`config.mk`:
```
export PLATFORM = sky130hd
export DESIGN_NAME = present_sbox_layer_flat
export DESIGN_NICKNAME = d
export VERILOG_FILES = /design/src/rtl/present_sbox_layer_if.sv /design/src/rtl/present_sbox_layer.sv /design/src/flat_wrapper.sv
export SDC_FILE = /design/constraint.sdc
export NUM_CORES = 1
export LEC_CHECK = 0
export BUFFER_PORTS_ARGS = -buffer_cell sky130_fd_sc_hd__clkbuf_2
export CAP_MARGIN = 20
export CORE_MARGIN = 2
export CORE_UTILIZATION = 55
export CTS_CLUSTER_DIAMETER = 60
export CTS_CLUSTER_SIZE = 14
export DETAILED_ROUTE_END_ITERATION = 10
export GPL_TIMING_DRIVEN = 0
export PLACE_DENSITY = 0.79
export SYNTH_ARGS = -nofsm -noshare
export SYNTH_HDL_FRONTEND = slang
export SYNTH_SLANG_ARGS = --single-unit
```
`constraint.sdc`:
```
create_clock -name clk -period 4.34 [get_ports clk]
set_input_delay 0.217 -clock clk [delete_from_list [all_inputs] [get_ports clk]]
set_output_delay 0.217 -clock clk [all_outputs]
set_load 0.005 [all_outputs]
```
`src/rtl/present_sbox_layer_if.sv`:
```
// Valid/ready handshake bundle for the PRESENT substitution layer.
// The producer/consumer side uses master; the layer itself uses slave.
interface present_sbox_layer_if #(
    parameter int unsigned NLANES = 16
) ();
    logic                  in_valid;
    logic                  in_ready;
    logic                  in_mode;
    logic [4*NLANES-1:0]   in_data;
    logic                  out_valid;
    logic                  out_ready;
    logic                  out_mode;
    logic [4*NLANES-1:0]   out_data;

    modport master (
        output in_valid, in_mode, in_data, out_ready,
        input  in_ready, out_valid, out_mode, out_data
    );

    modport slave (
        input  in_valid, in_mode, in_data, out_ready,
        output in_ready, out_valid, out_mode, out_data
    );
endinterface

```
`src/rtl/present_sbox_layer.sv`:
```
// PRESENT forward/inverse S-box layer over NLANES nibbles, SPC nibbles per cycle.
// A word is substituted in place over BEATS cycles, then held until the consumer takes it.
module present_sbox_layer #(
    parameter int unsigned NLANES = 16,
    parameter int unsigned SPC    = 4
) (
    input  logic                 clk,
    input  logic                 rst,
    input  logic                 clr,
    output logic                 busy,
    present_sbox_layer_if.slave  bus
);
    localparam int unsigned W     = 4 * NLANES;
    localparam int unsigned BEATS = (SPC == 0) ? 1 : NLANES / SPC;
    localparam int unsigned KW    = (BEATS > 1) ? $clog2(BEATS) : 1;

    if ((SPC == 0) || ((NLANES % SPC) != 0)) begin : g_bad_spc
        $error("present_sbox_layer: SPC must divide NLANES");
    end

    typedef enum logic [1:0] {StIdle, StRun, StDone} state_e;

    state_e          state_q, state_d;
    logic [KW-1:0]   k_q, k_d;
    logic [W-1:0]    work_q, work_d;
    logic [W-1:0]    out_data_q, out_data_d;
    logic            mode_q, mode_d;
    logic            out_mode_q, out_mode_d;
    int unsigned     base;

    function automatic logic [3:0] sbox_fwd(input logic [3:0] x);
        unique case (x)
            4'h0: sbox_fwd = 4'hC;  4'h1: sbox_fwd = 4'h5;
            4'h2: sbox_fwd = 4'h6;  4'h3: sbox_fwd = 4'hB;
            4'h4: sbox_fwd = 4'h9;  4'h5: sbox_fwd = 4'h0;
            4'h6: sbox_fwd = 4'hA;  4'h7: sbox_fwd = 4'hD;
            4'h8: sbox_fwd = 4'h3;  4'h9: sbox_fwd = 4'hE;
            4'hA: sbox_fwd = 4'hF;  4'hB: sbox_fwd = 4'h8;
            4'hC: sbox_fwd = 4'h4;  4'hD: sbox_fwd = 4'h7;
            4'hE: sbox_fwd = 4'h1;  4'hF: sbox_fwd = 4'h2;
        endcase
    endfunction

    function automatic logic [3:0] sbox_inv(input logic [3:0] x);
        unique case (x)
            4'h0: sbox_inv = 4'h5;  4'h1: sbox_inv = 4'hE;
            4'h2: sbox_inv = 4'hF;  4'h3: sbox_inv = 4'h8;
            4'h4: sbox_inv = 4'hC;  4'h5: sbox_inv = 4'h1;
            4'h6: sbox_inv = 4'h2;  4'h7: sbox_inv = 4'hD;
            4'h8: sbox_inv = 4'hB;  4'h9: sbox_inv = 4'h4;
            4'hA: sbox_inv = 4'h6;  4'hB: sbox_inv = 4'h3;
            4'hC: sbox_inv = 4'h0;  4'hD: sbox_inv = 4'h7;
            4'hE: sbox_inv = 4'h9;  4'hF: sbox_inv = 4'hA;
        endcase
    endfunction

    // First nibble handled in the current beat.
    assign base = 32'(k_q) * SPC;

    always_comb begin
        state_d    = state_q;
        k_d        = k_q;
        work_d     = work_q;
        mode_d     = mode_q;
        out_data_d = out_data_q;
        out_mode_d = out_mode_q;
        if (clr) begin
            state_d = StIdle;
            k_d     = '0;
        end else begin
            unique case (state_q)
                StIdle: begin
                    if (bus.in_valid) begin
                        work_d  = bus.in_data;
                        mode_d  = bus.in_mode;
                        k_d     = '0;
                        state_d = StRun;
                    end
                end
                StRun: begin
                    for (int unsigned j = 0; j < SPC; j++) begin
                        work_d[4*(base+j) +: 4] = mode_q ? sbox_inv(work_q[4*(base+j) +: 4])
                                                         : sbox_fwd(work_q[4*(base+j) +: 4]);
                    end
                    if (k_q == KW'(BEATS - 1)) begin
                        state_d    = StDone;
                        out_data_d = work_d;
                        out_mode_d = mode_q;
                    end else begin
                        k_d = k_q + 1'b1;
                    end
                end
                StDone: begin
                    if (bus.out_ready) begin
                        state_d = StIdle;
                    end
                end
                default: state_d = StIdle;
            endcase
        end
    end

    always_ff @(posedge clk or posedge rst) begin
        if (rst) begin
            state_q    <= StIdle;
            k_q        <= '0;
            work_q     <= '0;
            mode_q     <= 1'b0;
            out_data_q <= '0;
            out_mode_q <= 1'b0;
        end else begin
            state_q    <= state_d;
            k_q        <= k_d;
            work_q     <= work_d;
            mode_q     <= mode_d;
            out_data_q <= out_data_d;
            out_mode_q <= out_mode_d;
        end
    end

    assign bus.in_ready  = (state_q == StIdle) && !clr;
    assign bus.out_valid = (state_q == StDone);
    assign bus.out_data  = out_data_q;
    assign bus.out_mode  = out_mode_q;
    assign busy          = (state_q != StIdle);
endmodule

```
`src/flat_wrapper.sv`:
```
// flat-port wrapper written by rule: the top's interface ports become plain ports
module present_sbox_layer_flat 
#(
    parameter int unsigned NLANES = 16,
    parameter int unsigned SPC    = 4
)
  (clk, rst, clr, busy, bus_in_valid, bus_in_mode, bus_in_data, bus_out_ready, bus_in_ready, bus_out_valid, bus_out_mode, bus_out_data);
  present_sbox_layer_if #(.NLANES(NLANES)) bus_i ();
  input  logic clk;
  input  logic rst;
  input  logic clr;
  output logic busy;
  input wire logic [$bits(bus_i.in_valid)-1:0] bus_in_valid;
  input wire logic [$bits(bus_i.in_mode)-1:0] bus_in_mode;
  input wire logic [$bits(bus_i.in_data)-1:0] bus_in_data;
  input wire logic [$bits(bus_i.out_ready)-1:0] bus_out_ready;
  output wire logic [$bits(bus_i.in_ready)-1:0] bus_in_ready;
  output wire logic [$bits(bus_i.out_valid)-1:0] bus_out_valid;
  output wire logic [$bits(bus_i.out_mode)-1:0] bus_out_mode;
  output wire logic [$bits(bus_i.out_data)-1:0] bus_out_data;
  assign bus_i.in_valid = bus_in_valid;
  assign bus_i.in_mode = bus_in_mode;
  assign bus_i.in_data = bus_in_data;
  assign bus_i.out_ready = bus_out_ready;
  assign bus_in_ready = bus_i.in_ready;
  assign bus_out_valid = bus_i.out_valid;
  assign bus_out_mode = bus_i.out_mode;
  assign bus_out_data = bus_i.out_data;
  present_sbox_layer #(.NLANES(NLANES), .SPC(SPC)) u_core (.clk(clk), .rst(rst), .clr(clr), .busy(busy), .bus(bus_i));
endmodule
```
==> results.md, run 1 <==
- Run status: complete, no violations
- Simple-Gate Fraction of Synth Area: 0.124
- Slew HR: 0.323
- Syn_area_per_cell: 9.74 um^2
- Max Fclk: about 0.27 GHz
- Area Growth Syn to Fin: 19.5%
- Cells after Synth: 815
- Fin. max-slew vios: 0
- Multiplexer share of the synthesized area: 0.123
- Max cap viols: 0
- Filler cells: between 1000 and 1500
- CTS H-tree depth: 4
- Post-detailed-route wirelength per cell: 24.2 um
- Post-CTS sizing: 0
- CP max stage cell: nor3_1
- GRT overflow: 0
- Top sig layer: met4
- Post-synth EDFFs: 0
- Maximum vdd drop: 0.000293 V
- Most common cell after layout, fill and taps aside: clkbuf_2
- Distinct cell type count after synthesis: 61
- DRT Pass-1 Iters: 7
- Crit path max fanout: 11
- Most used DFF post-synth: dfrtp_1
- Final net count: 1072
- Main combinational cell family by area after synthesis: compound AO/OA/AOI/OAI gates
- Hold buffer count at cts: 1
- Final Hold Fails: 0
- #FFs+latches synth: 134
- Yosys warns: 0
- Routed wl met2: between 10 and 15 mm
- Final Setup Violations: 0
- Nature of the critical path endpoint: flip-flop
- Die W: 124 um
- Post-synth ARST share: 1.00
- Commonest non-fill, non-tap cells in the layout: clkbuf_2, dfrtp_1, o21ai_0
- CP Class: reg2reg
- Compound-Gate Fraction of Synth Area: 0.226
- Adder and majority gate portion of the synthesized area: 0.0473
- First-pass GRT wire length: between 40 and 50 mm
- LEAKAGE: 4.32 nW
- WP data arrival: 3.99 ns
- Setup Skew: 0.0101 ns
- Startpoint Class: flip-flop
- Synth Net Count: 915
- Fin crit period: 3.72 ns
- Xor and xnor area share after synthesis: 0.00773
- Initial Util: 0.567
- Unrepaired setup endpoints after global routing: false
- Final Util: 0.678
- DRT antenna net count: 0
- DIE HEIGHT: 124 um
- Seq. cell area: 3350 um^2
- CORE AREA: between 10000 and 15000 um^2
- Longest Clk Path Bufs: 2
- Wire length on met3: 3.96 mm
- Vias in the first global route: 7587
- Footprint of the multi-input gates: 4190 um^2
- Crit path required time: 4.62 ns
- Routed wire length: 28.2 mm
- Dpl ws: a little over 0.8 ns
- Layout cell share with drive strength beyond 1: 0.235
- Sequential fraction of the synthesis area: 0.423
- Post-route DRC: 0
- Crit-path cells: buf_6 > mux4_2 > inv_1 > ha_1 > clkbuf_1 > or2_2 > o32ai_1 > nor3_1 > o21ai_0
- M1 WL: 10.4 mm
- PD cells: ~530 nW/um^2
- Routed via count: 7932
- Die ar.: 15400 um^2
- Worst Hold Slack: 0.0260 ns
- All-Layer GR Usage: 0.376
- Worst Max-Slew Pin Slew: roughly 1.0 ns
- Worst Hold Class: in2reg
- Slowest stage delay, CP: 0.68 ns
- Cts bufs inserted: 17
- ANT cells: 0
- Clock net sink count: 134
- Post-route setup slack: 0.625 ns
- IO Count: 138
- Clk root buf: clkbuf_16
- Clock transition at the registers of the reported paths: 0.06 ns
- Clock insertion delay at the later pin of the skew report: 0.44 ns
- Vias per cell: ~6.8
- GP Congestion: 0.971
- Initial antenna violation count: 0
- Port buffer count: 136
- First DRT Iteration DRCs: 1229
- Largest net degree at the start of global routing: 100
- Cell Rows: 43
- TritonCTS clock tree: done
- Final period utilization: 0.856
- Detailed placement HPWL: 19.4 mm
- Area of the mapped netlist: 7940 um^2
- Post-CTS Setup Inserts: 0
[layout make-up]
cell class	instances	share of cell area
multi-input cells	587	0.442
inverters	33	0.0136
flip-flops and latches	134	0.354
clock buffers	17	0.0449
clock inverters	15	0.0180
well taps	180	0.0238
repair buffers	138	0.0758
plain buffers	61	0.0288
[routing by layer]
metal | global-route usage | up-vias
li1 | - | 3322
met1 | 0.509 | 3798
met2 | 0.547 | 682
met3 | 0.121 | 130
met4 | 0.188 | 0
met5 | 0 | -
[kinds of logic (layout without fill, tap and decap cells)]
logic type                 after synthesis  count (layout)
AOI/OAI and AO/OA                      280             280
xor gates and xnor gates                 7               7
adders and majority gates               30              30
buffers and inverters                   94             264
DFF                                    134             134
muxes                                   60              60
and+or+nand+nor                        210             210
[power by group]
part / switching (mW) / total [mW] / internal, mW / leakage (nW)
Clock: 0.611 / 1.47 / 0.858 / 0.275
Sequential: 0.167 / 1.59 / 1.43 / 1.68
Combinational: 1.18 / 1.96 / 0.782 / 2.37
[cell usage after synthesis (all sizes together), types with 2 or more instances]
cell type  instances  area share
mux2i             23       0.032
a22o               4      0.0044
a21boi             2      0.0019
mux2              12       0.018
clkbuf            45       0.021
a21oi             55       0.035
nand3              7      0.0044
nor2              64       0.030
o21bai             2      0.0019
a221o              3      0.0038
o211ai             5      0.0047
and3              18       0.014
o21a               2      0.0019
a211o              2      0.0022
or3               17       0.013
a31oi             12      0.0095
and4               2      0.0022
xnor2              6      0.0066
nand2             63       0.030
o31ai              3      0.0028
o21ai            101       0.064
a221oi            14       0.019
o2bb2ai            2      0.0022
nand2b             6      0.0047
a22oi             38       0.036
inv               32       0.015
a311oi             2      0.0038
nor2b              6      0.0047
o221a              2      0.0028
a32oi              2      0.0022
ha                30       0.047
buf               16       0.013
nor3              17       0.011
o221ai             4      0.0044
mux4              25       0.072
dfrtp            134        0.42
or2                4      0.0032
o22ai             10      0.0079
a21o               6      0.0057
a211oi             3      0.0028
[critical path, delay by kind of cell (launching register included)]
kind	cells	cell delay, ns
buffers and inverters	3	0.82
AOI/OAI and AO/OA	2	0.35
and+or+nand+nor	2	0.88
adders and majority gates	1	0.20
DFF	1	0.62
muxes	1	0.67
[worst paths after layout]
kind / start / end / slack (ns) / cells after the start
min in group asynchronous: rst / u_core.work_q[41] / 0.31 / 3
min: bus_in_data[49] / u_core.work_q[49] / 0.03 / 2
min reg2reg: u_core.bus.out_mode / u_core.bus.out_mode / 0.48 / 2
max reg2reg: u_core.k_q[0] / u_core.bus.out_data[40] / 0.62 / 9
max in group asynchronous: rst / u_core.work_q[5] / 3.23 / 4
max: u_core.k_q[0] / u_core.bus.out_data[40] / 0.62 / 9
[state kept, by name, indices dropped and copies added (netlist names)]
signal,count
u_core.bus.out_data,64
u_core.bus.out_mode,1
u_core.k_q,2
u_core.mode_q,1
u_core.state_q,2
u_core.work_q,64
[metrics by stage]
stage          setup TNS (ns)  total power [mW]  cell area, um^2  instances
6_report                    0              5.03             9480       1165
5_1_grt                     0              5.21             9480       1165
4_1_cts                     0              4.94             9480       1165
3_5_place_dp                0              3.48             8870       1132
3_3_place_gp          -132.50              3.42             8840       1131
2_1_floorplan               0              2.93             7940        815
Power figures use the tool's default switching activity.
==> run 2, diff against run 1 <==
clock period = 3.7 ns   (was 4.34 ns; I/O delays follow)
==> results.md, run 2 (synthesis results as in run 1) <==
- CORE AREA: 14000 um^2
- DRT antenna net count: 0
- ANT cells: 0
- Initial Util: 0.567
- R2R depth: 8
- Worst hold stages: 3
- Longest Clk Path Bufs: 2
- CP Class: reg2reg
- Clock insertion delay at the later pin of the skew report: 0.44 ns
- PD cells: roughly 630 nW/um^2
- Final net count: approximately 1100
- Cts bufs inserted: 17
- Fin crit period: 3.69 ns
- Slew HR: 0.271
- Post-route DRC: 0
- Most common cell after layout, fill and taps aside: clkbuf_2
- Hold Path Origin: bus_in_data[17]
- Worst Hold Class: in2reg
- Die ar.: between 15000 and 20000 um^2
- IO Count: 138
- Final Setup Violations: 0
- DIE HEIGHT: 124 um
- Detailed placement HPWL: around 20 mm
- First-pass GRT wire length: between 40 and 50 mm
- Flop-to-flop setup slack: 0.01 ns
- Clk root buf: clkbuf_16
- Commonest non-fill, non-tap cells in the layout: clkbuf_2, dfrtp_1, o21ai_0
- Initial antenna violation count: 0
- Unrepaired setup endpoints after global routing: false
- Vias per cell: 6.89
- GRT overflow: 0
- CTS H-tree depth: 4
- Crit path max fanout: 10
- Final Hold Fails: 0
- Port buffer count: 136
- Fin. max-slew vios: 0
- Startpoint Class: flip-flop
- Routed wire length: about 29 mm
- Layout cell share with drive strength beyond 1: 0.236
- Setup TNS: 0 ns
- WP data arrival: between 4 and 5 ns
- Worst Max-Slew Pin Slew: 1.08 ns
- Max cap viols: 0
- Filler cells: 1115
- First DRT Iteration DRCs: 1198
- Worst R2R End: u_core.work_q[6]
- Final Util: 0.685
- Routed via count: 8073
- Clock net sink count: 134
- Cell Rows: 43
- Die W: 124 um
- GP Congestion: 0.992
- Nature of the critical path endpoint: flip-flop
- Crit path required time: 4.05 ns
- Max Fclk: between 0.2 and 0.3 GHz
- Final period utilization: 0.996
- Area Growth Syn to Fin: 20.8%
- Setup Skew: 0.00647 ns
- Post-detailed-route wirelength per cell: 24.4 um
- Run status: complete, no violations
- Post-CTS Setup Inserts: 0
- Clock transition at the registers of the reported paths: approximately 0.06 ns
- Total power: between 6 and 7 mW
- Largest net degree at the start of global routing: 41
- TritonCTS clock tree: done
- Maximum vdd drop: 0.000360 V
- Vias in the first global route: 7808
- LEAKAGE: 4.38 nW
- Hold Path End: u_core.work_q[17]
- All-Layer GR Usage: 0.385
- R2r startpoint: u_core.k_q[1]
- DRT Pass-1 Iters: 6
==> run 2: worst max path at each step <==
stage	to	slack, ns	from
after floorplan	u_core.work_q[57]	0.75	u_core.k_q[0]
after global placement	u_core.work_q[57]	0.21	u_core.k_q[0]
after detailed placement	u_core.work_q[57]	0.22	u_core.k_q[0]
after CTS	u_core.work_q[57]	0.18	u_core.k_q[0]
after global routing	u_core.bus.out_data[5]	0.006	u_core.k_q[0]
final	u_core.work_q[6]	0.01	u_core.k_q[1]
==> run 2: timing repair <==
item	CTS	global route
endpoints found under the setup margin	0	5
hold endpoints to repair	31	0
resized for setup	0	1
hold buffers	5	0
==> run 2: critical path: stages (launching register included) <==
cell and delay (ns):
dfrtp_1 0.45, buf_6 0.23, buf_2 0.34, inv_1 0.26, ha_1 0.35, o21ai_0 0.89
clkbuf_1 0.80, a22oi_1 0.15, o21ai_0 0.13
==> run 2: final cells by class <==
cell class / count / area (um^2) / area share
inverter: 33 / 128 / 0.0133
timing repair buffer: 144 / 791 / 0.0825
clock buffer: 18 / 439 / 0.0458
buffer: 61 / 273 / 0.0285
sequential: 134 / 3350 / 0.350
clock inverter: 14 / 183 / 0.0191
multi-input combinational: 587 / 4190 / 0.437
tap: 180 / 225 / 0.0235
==> run 2: routing by layer <==
metal  up-vias  global-route usage  share of wire
met5         -                   0              0
met4         0               0.211          0.062
met2       713               0.553           0.43
li1       3347                   -              -
met3       174               0.147           0.14
met1      3839               0.503           0.36
==> run 2: per-stage QoR <==
step           hold WS [ns]  std cells  worst slack (ns)  instance area (um^2)
3_5_place_dp          0.298       1134             0.217                  8900
4_1_cts            0.000772       1171             0.177                  9580
6_report            0.00261       1171            0.0144                  9580
3_3_place_gp          0.423       1131             0.206                  8840
5_1_grt             0.00544       1171           0.00555                  9580
2_1_floorplan         0.302        815             0.752                  7940
==> run 2: where the power goes <==
group	switching, mW	total (mW)	internal [mW]	leakage (nW)
combinational	1.40	2.33	0.926	2.40
clock	0.673	1.81	1.14	0.305
sequential	0.195	1.87	1.68	1.68
total	2.27	6.01	3.74	4.38
==> run 3, diff against run 2 <==
BUFFER_PORTS_ARGS = -buffer_cell sky130_fd_sc_hd__buf_2   (was -buffer_cell sky130_fd_sc_hd__clkbuf_2)
==> results.md, run 3 (synthesis results as in run 1) <==
- Run status: complete, no violations
- PD cells: roughly 620 nW/um^2
- Worst Hold Class: in2reg
- Clock net sink count: 134
- CORE AREA: 14000 um^2
- Final Non-Filler Cells: about 1200
- Initial Util: 0.567
- Max Fclk: 0.280 GHz
- CP Class: reg2reg
- Port buffer count: approximately 140
- Dpl cell area: 8900 um^2
- Unrepaired setup endpoints after global routing: false
- LEAKAGE: about 4.4 nW
- DRT antenna net count: 0
- Largest net degree at the start of global routing: 42
- GRT met1 Usage: 0.489
- Power Internal: 3.72 mW
- DP Cell Count: approximately 1100
- Filler cells: 1102
- Post-CTS Setup Inserts: 0
- Clock insertion delay at the later pin of the skew report: between 0.4 and 0.5 ns
- Nature of the critical path endpoint: flip-flop
- Crit path max fanout: 10
- Vias per cell: 6.78
- Final net count: 1077
- Fin area: 9580 um^2
- Most common cell after layout, fill and taps aside: buf_2
- GRT overflow: 0
- M2 GR Usage: 0.546
- All-Layer GR Usage: 0.378
- Layout cell share with drive strength beyond 1: 0.238
- Sw power: between 2 and 2.5 mW
- Seq. cell area: between 3000 and 4000 um^2
- Fin. max-slew vios: 0
- Die W: 124 um
- Clk root buf: clkbuf_16
- Cell Rows: 43
- First DRT Iteration DRCs: 1075
- Routed via count: between 7000 and 8000
- Maximum vdd drop: 0.000367 V
- Met3 usage: 0.142
- Busiest grt layer: met2
- DIE HEIGHT: ~120 um
- Post-route DRC: 0
- Final Hold Fails: 0
- Sw Share: 0.378
- Longest Clk Path Bufs: 2
- ANT cells: 0
- Fin crit period: 3.57 ns
- Sequential group share of total power: 0.312
- DRT Pass-1 Iters: 10
- Comb pwr share: 0.391
- Slew HR: 0.277
- Initial antenna violation count: 0
- Clk network pwr share: 0.297
- Die ar.: 15400 um^2
- Detailed placement HPWL: roughly 19 mm
- TritonCTS clock tree: done
- First-pass GRT wire length: between 40 and 50 mm
- Setup Skew: 0.00636 ns
- Post-detailed-route wirelength per cell: roughly 24 um
- GP Congestion: 0.987
- Vias in the first global route: 7539
- Final period utilization: 0.966
- Crit path launch: u_core.k_q[1]
- Cts bufs inserted: 17
- Startpoint Class: flip-flop
- R2r startpoint: u_core.k_q[1]
- CTS H-tree depth: 4
- Worst Max-Slew Pin Slew: 1.07 ns
- Max cap viols: 0
- Final Setup Violations: 0
- WP data arrival: 3.92 ns
- Crit path required time: around 4.1 ns
- Setup TNS: 0 ns
- IO Count: approximately 140
- Clock transition at the registers of the reported paths: approximately 0.06 ns
- Area Growth Syn to Fin: 20.7%
- Routed wire length: 28.1 mm
- Commonest non-fill, non-tap cells in the layout: buf_2, dfrtp_1, o21ai_0
- Footprint of the multi-input gates: 4200 um^2
- Hold Path Origin: bus_in_data[47]
==> run 3: cell types whose count changed in the layout (fill, tap and decap cells not counted), sizes merged <==
cell         change
inv              +1
clkinv           -3
clkinvlp         +1
buf            +136
bufinv           -1
dlygate4sd3      -1
clkbuf         -134
==> run 3: metrics by stage <==
| stage | worst slack, ns | hold WS, ns | util | power, mW |
|---|---|---|---|---|
| global route | 0.00222 | 0.00303 | 0.685 | 6.21 |
| finish | 0.127 | 0.00305 | 0.685 | 5.98 |
| global placement | 0.206 | 0.421 | 0.632 | 4.01 |
| detailed placement | 0.167 | 0.300 | 0.637 | 4.08 |
| CTS | 0.160 | 0.000507 | 0.684 | 5.86 |
| floorplan | 0.752 | 0.302 | - | 3.43 |
==> run 3: repair_timing <==
action                     CTS  global route
hold endpoints to repair    31             0
hold buffers                 4             0
setup endpoints to repair    0             7
gates resized for setup      0             5
==> run 3: worst paths after layout <==
kind	slack, ns	depth (start not counted)	end
min in group asynchronous	0.39	3	u_core.bus.out_data[28]
worst max register to register	0.13	8	u_core.work_q[0]
max in group asynchronous	2.17	6	u_core.k_q[0]
worst min-delay path	0.003	3	u_core.work_q[47]
worst max-delay path	0.13	8	u_core.work_q[0]
worst min register to register	0.47	1	u_core.bus.out_data[49]
==> run 3: routing by layer <==
layer | share of wire | wire [um]
met5 | 0.00039 | 11
met4 | 0.057 | 1610
met3 | 0.15 | 4130
met2 | 0.43 | 12100
met1 | 0.37 | 10300
==> run 3: final cells by class <==
type | instances | share of cell area
multi-input combinational | 587 | 0.439
clock buffer | 20 | 0.0487
clock inverter | 12 | 0.0157
sequential | 134 | 0.350
timing repair buffer | 143 | 0.0815
buffer | 61 | 0.0286
inverter | 33 | 0.0133
tap | 180 | 0.0235
==> run 3: worst max-delay path, cell delays in order, from the launching register on <==
cell	delay, ns
dfrtp_1	0.44
buf_6	0.23
buf_2	0.34
inv_1	0.26
ha_1	0.35
o21ai_0	0.88
clkbuf_1	0.69
a22oi_1	0.14
o21ai_0	0.13
==> run 3: power groups by stage <==
| stage | Clock, mW | Combinational (mW) | Sequential [mW] |
|---|---|---|---|
| after floorplan | 0 | 1.61 | 1.82 |
| after global placement | 0 | 2.15 | 1.86 |
| after detailed placement | 0 | 2.21 | 1.87 |
| after CTS | 1.77 | 2.24 | 1.85 |
| after global routing | 1.84 | 2.49 | 1.88 |
| final | 1.78 | 2.34 | 1.86 |
